===== src/rtl/clock_enable_scheduler.sv =====
// Four-channel programmable clock-enable generator. Divisor and enable updates
// go through a single config port and take effect only on a channel's period boundary.
module clock_enable_scheduler #(
    parameter int WIDTH = 8
) (
    input  logic             i_clk,
    input  logic             i_reset,
    input  logic             i_run,
    input  logic             i_cfg_valid,
    output logic             o_cfg_ready,
    input  logic [1:0]       i_cfg_chan,
    input  logic [WIDTH-1:0] i_cfg_div,
    input  logic             i_cfg_en,
    output logic             o_cfg_done,
    output logic             o_busy,
    output logic [3:0]       o_tick,
    output logic [3:0]       o_sq,
    output logic [3:0]       o_active
);

    typedef enum logic {
        IDLE,
        PENDING
    } state_t;

    state_t           r_state;
    state_t           w_nextState;

    logic [WIDTH-1:0] r_div [4];
    logic [WIDTH-1:0] r_cnt [4];
    logic [3:0]       r_en;
    logic [3:0]       r_tick;
    logic [3:0]       r_sq;
    logic             r_cfgDone;

    logic [1:0]       r_holdChan;
    logic [WIDTH-1:0] r_holdDiv;
    logic             r_holdEn;

    logic [3:0]       w_term;
    logic             w_accept;
    logic             w_apply;

    always_comb begin
        w_term = '0;
        for (int i = 0; i < 4; i++) begin
            w_term[i] = i_run && r_en[i] && (r_cnt[i] == '0);
        end
    end

    // A stopped target has no boundary to wait for, so the update lands at once.
    assign w_accept = i_cfg_valid && (r_state == IDLE);
    assign w_apply  = (r_state == PENDING) &&
                      (w_term[r_holdChan] || !r_en[r_holdChan] || !i_run);

    always_comb begin
        w_nextState = r_state;
        case (r_state)
            IDLE:    if (w_accept) w_nextState = PENDING;
            PENDING: if (w_apply)  w_nextState = IDLE;
            default: w_nextState = IDLE;
        endcase
    end

    always_ff @(posedge i_clk) begin
        if (i_reset) begin
            r_state <= IDLE;
        end else begin
            r_state <= w_nextState;
        end
    end

    always_ff @(posedge i_clk) begin
        if (i_reset) begin
            r_holdChan <= '0;
            r_holdDiv  <= '0;
            r_holdEn   <= 1'b0;
        end else if (w_accept) begin
            r_holdChan <= i_cfg_chan;
            r_holdDiv  <= i_cfg_div;
            r_holdEn   <= i_cfg_en;
        end
    end

    // The update overrides only div/en/cnt; tick and sq keep their normal
    // behaviour so a boundary tick still fires when the update lands on it.
    always_ff @(posedge i_clk) begin
        if (i_reset) begin
            for (int i = 0; i < 4; i++) begin
                r_div[i] <= '0;
                r_cnt[i] <= '0;
            end
            r_en      <= '0;
            r_tick    <= '0;
            r_sq      <= '0;
            r_cfgDone <= 1'b0;
        end else begin
            r_cfgDone <= w_apply;
            for (int i = 0; i < 4; i++) begin
                if (i_run && r_en[i]) begin
                    if (r_cnt[i] == '0) begin
                        r_tick[i] <= 1'b1;
                        r_sq[i]   <= ~r_sq[i];
                        r_cnt[i]  <= r_div[i];
                    end else begin
                        r_tick[i] <= 1'b0;
                        r_cnt[i]  <= r_cnt[i] - WIDTH'(1);
                    end
                end else begin
                    r_tick[i] <= 1'b0;
                end
                if (w_apply && (r_holdChan == 2'(i))) begin
                    r_div[i] <= r_holdDiv;
                    r_en[i]  <= r_holdEn;
                    r_cnt[i] <= r_holdEn ? r_holdDiv : '0;
                end
            end
        end
    end

    assign o_cfg_ready = (r_state == IDLE);
    assign o_busy      = (r_state != IDLE);
    assign o_cfg_done  = r_cfgDone;
    assign o_tick      = r_tick;
    assign o_sq        = r_sq;
    assign o_active    = r_en;

endmodule


===== config.mk =====
export PLATFORM = sky130hd
export DESIGN_NAME = clock_enable_scheduler
export DESIGN_NICKNAME = d
export VERILOG_FILES = /design/src/rtl/clock_enable_scheduler.sv
export SDC_FILE = /design/constraint.sdc
export NUM_CORES = 1
export LEC_CHECK = 0
export ABC_CLOCK_PERIOD_IN_PS = 5390
export CORE_MARGIN = 8
export CORE_UTILIZATION = 50
export DETAILED_ROUTE_END_ITERATION = 16
export PLACE_DENSITY = 0.69
export SLEW_MARGIN = 40
export SYNTH_ARGS = -nofsm -noshare
export SYNTH_HDL_FRONTEND = slang
export SYNTH_SLANG_ARGS = --single-unit

===== constraint.sdc =====
create_clock -name i_clk -period 5.39 [get_ports i_clk]
set_input_delay 1.078 -clock i_clk [delete_from_list [all_inputs] [get_ports i_clk]]
set_output_delay 1.078 -clock i_clk [all_outputs]
set_load 0.02 [all_outputs]

==> flow_metrics.tcl <==
set metrics [dict create \
    outcome "finished clean" \
    cts_tree "done" \
    drc 0 \
    cp_data_arrival_time_ns 3.37 \
    cts_max_path_buffers 2 \
    synth_top_area_cell "edfxtp_1" \
    clk_latency_ns 0.35 \
    yosys_warnings 0 \
    dpl_cell_area_um2 4940 \
    tns_ns 0 \
    top_layer "met4" \
    track_usage_pct 17.3 \
    pre_cts_ws_ns 1.76 \
    overflow 0 \
    netlist_instances 434 \
    cp-start-kind "input port" \
    dp_hpwl_um 7530 \
    routabilityCongestion 0.923 \
    final_common_cell "edfxtp_1" \
    wl_met2_um 5170 \
    antenna_found_initial 0 \
    setup_ws_ns 2.13 \
    first_pass_iters 4 \
    rows 35 \
    dp.cells 553 \
    hold_violations 0 \
    die_w_um 112 \
    slew_violations 0 \
    path_cells "clkdlybuf4s50_1 > and2_1 > nand4_1 > o2111a_2 > or4_1 > mux2_4" \
    synth_top_area_share_pct 41.8 \
    cts.htree.levels 3 \
    num-nets-final 473 \
    finalInstanceArea_um2 5160 \
    grt_max_degree 40 \
    p_per_area_nw_per_um2 269 \
    cts_resized 0 \
    cp_max_fo 8 \
    finalCritPeriodShare_pct 60.4 \
    critPathRequiredTime_ns 5.50 \
    setup_viol 0 \
    layout_common_cells "edfxtp_1 (64), nand2_1 (56), mux2i_1 (34)" \
    final_cells 569 \
    met1_length_um 4530 \
    leakagePower_uw 0.00206 \
    routed_wl_um 10600 \
    slowest_delay_ns 0.72 \
    postCtsHoldBufs 0 \
    path_clk_slew_ns 0.09 \
    cap_violations 0 \
    synth_edf_count 64 \
    skew_ns 0.0127 \
    post_cts_buffers 0 \
    start_util_pct 50.7 \
    dr_wl_met3_um 679 \
    max-slew-margin-rel_pct 46.4 \
    pin_count 30 \
    vias 3354 \
    drive_above_1_share_pct 7.21 \
    fmax_ghz 0.307 \
    drtIter0Drc 273 \
    cpLargestDelayFamily "simple AND/OR/NAND/NOR gates" \
    tightest_slew_ns 0.796 \
    finalPower_uw 1390 \
    rsz0062_at_grt "false" \
    ys_ff_latch 89 \
    dieHeight_um 112 \
    avgSynthCellArea_um2 10.6 \
    cts_sinks 89 \
    syn_area_um2 4600 \
    synth_seq_area_share_pct 52.7 \
    viasPerCell 5.89 \
    cts_buffers 9 \
    grt_first_pass_wirelength_um 16900 \
    syn2layout_area_growth_pct 12.2 \
    n_antenna_cell 0 \
    crit_slowest_cell "or4_1" \
    synthTopCellsByArea "edfxtp_1 (42%), dfxtp_1 (11%), mux2i_1 (7.4%), nand2_1 (4.6%), and3_1 (4.5%)" \
    cts_root_buf "clkbuf_8" \
    ys_async_sr_fraction_pct 0 \
    period_minus_slack_ns 3.26 \
    synth_ff_type "edfxtp_1" \
    grt_pass1_vias 3240 \
    ant_nets 0 \
    syn-num-nets 454 \
    path_class "in -> reg" \
    portBuffers 29 \
    hold_class "reg -> reg" \
    synthDistinctLibCells 51 \
    core_area_um2 9060 \
    die-area_um2 12500 \
    wl_per_cell_um 18.6 \
    peakVddDrop_mv 0.186 \
    end_kind "flip-flop" \
    worst-path-buf-inv 1 \
]
metal layers:
| metal | track usage (%) | up-vias |
|---|---|---|
| li1 | - | 1653 |
| met1 | 22.3 | 1606 |
| met2 | 28.0 | 85 |
| met3 | 3.95 | 10 |
| met4 | 5.74 | 0 |
| met5 | 0 | - |
tightest hold or removal path, delay by kind of cell, from the launching register on:
family         cells  cell delay, ns
AO/OA/AOI/OAI      2            0.13
flip-flops         1            0.32
registers in the layout (all words and copies together) (netlist names):
signal and cells:
r_cnt 32, r_div 32, r_holdDiv 8, o_active 4
o_sq 4, o_tick 4, r_holdChan 2, o_busy 1
o_cfg_done 1, r_holdEn 1
synthesized netlist by cell type (all sizes together), types with 3 or more instances:
cell,number
or3,7
mux2,6
nor4,5
o31ai,3
xnor2,8
nand3b,3
a21oi,24
o21ai,18
dfxtp,25
nand2,56
or4,5
clkbuf,19
nor3,12
inv,11
nor3b,4
nand4,3
ha,5
nand3,6
buf,4
xor2,4
nor2b,3
nand2b,10
o211ai,19
and3,33
edfxtp,64
nor2,19
and2,3
mux2i,34
path summary, 6_finish.rpt:
path,start,to,slack [ns],cells after the start
hold / removal,o_sq[2],o_sq[2],0.49,2
hold reg to reg,o_sq[2],o_sq[2],0.49,2
setup / recovery,i_run,r_cnt[0][5],2.13,6
setup reg to reg,r_cnt[2][0],r_cnt[0][5],2.28,7
power breakdown:
| group | internal (µW) | leakage [µW] | switching, µW |
|---|---|---|---|
| Combinational | 42.7 | 0.00109 | 61.3 |
| Clock | 259 | 0.0000999 | 234 |
| Sequential | 759 | 0.000868 | 29.6 |
| Total | 1060 | 0.00206 | 325 |
area by class of cell:
type,instances,area (µm²)
clock buffer,10,128
clock inverter,6,83.8
fill,748,3910
inverter,11,41.3
multi-input combinational,311,2040
sequential,89,2420
tap,111,139
timing repair buffer,31,305
cell families after synthesis:
family          Yosys count  share of synthesized area, %
compound gates           78                          10.8
simple gates            176                          20.8
mux                      40                          9.03
fa+ha+maj                 5                          1.36
xor+xnor                 12                          2.29
buf+inv                  34                          3.07
flops                    89                          52.7
metrics by stage:
step	hold WS, ns	util (%)
2_1_floorplan	0.470	-
3_3_place_gp	0.467	54.5
3_5_place_dp	0.484	54.5
4_1_cts	0.496	56.9
5_1_grt	0.532	56.9
6_report	0.492	56.9
(Power assumes the default switching activity.)
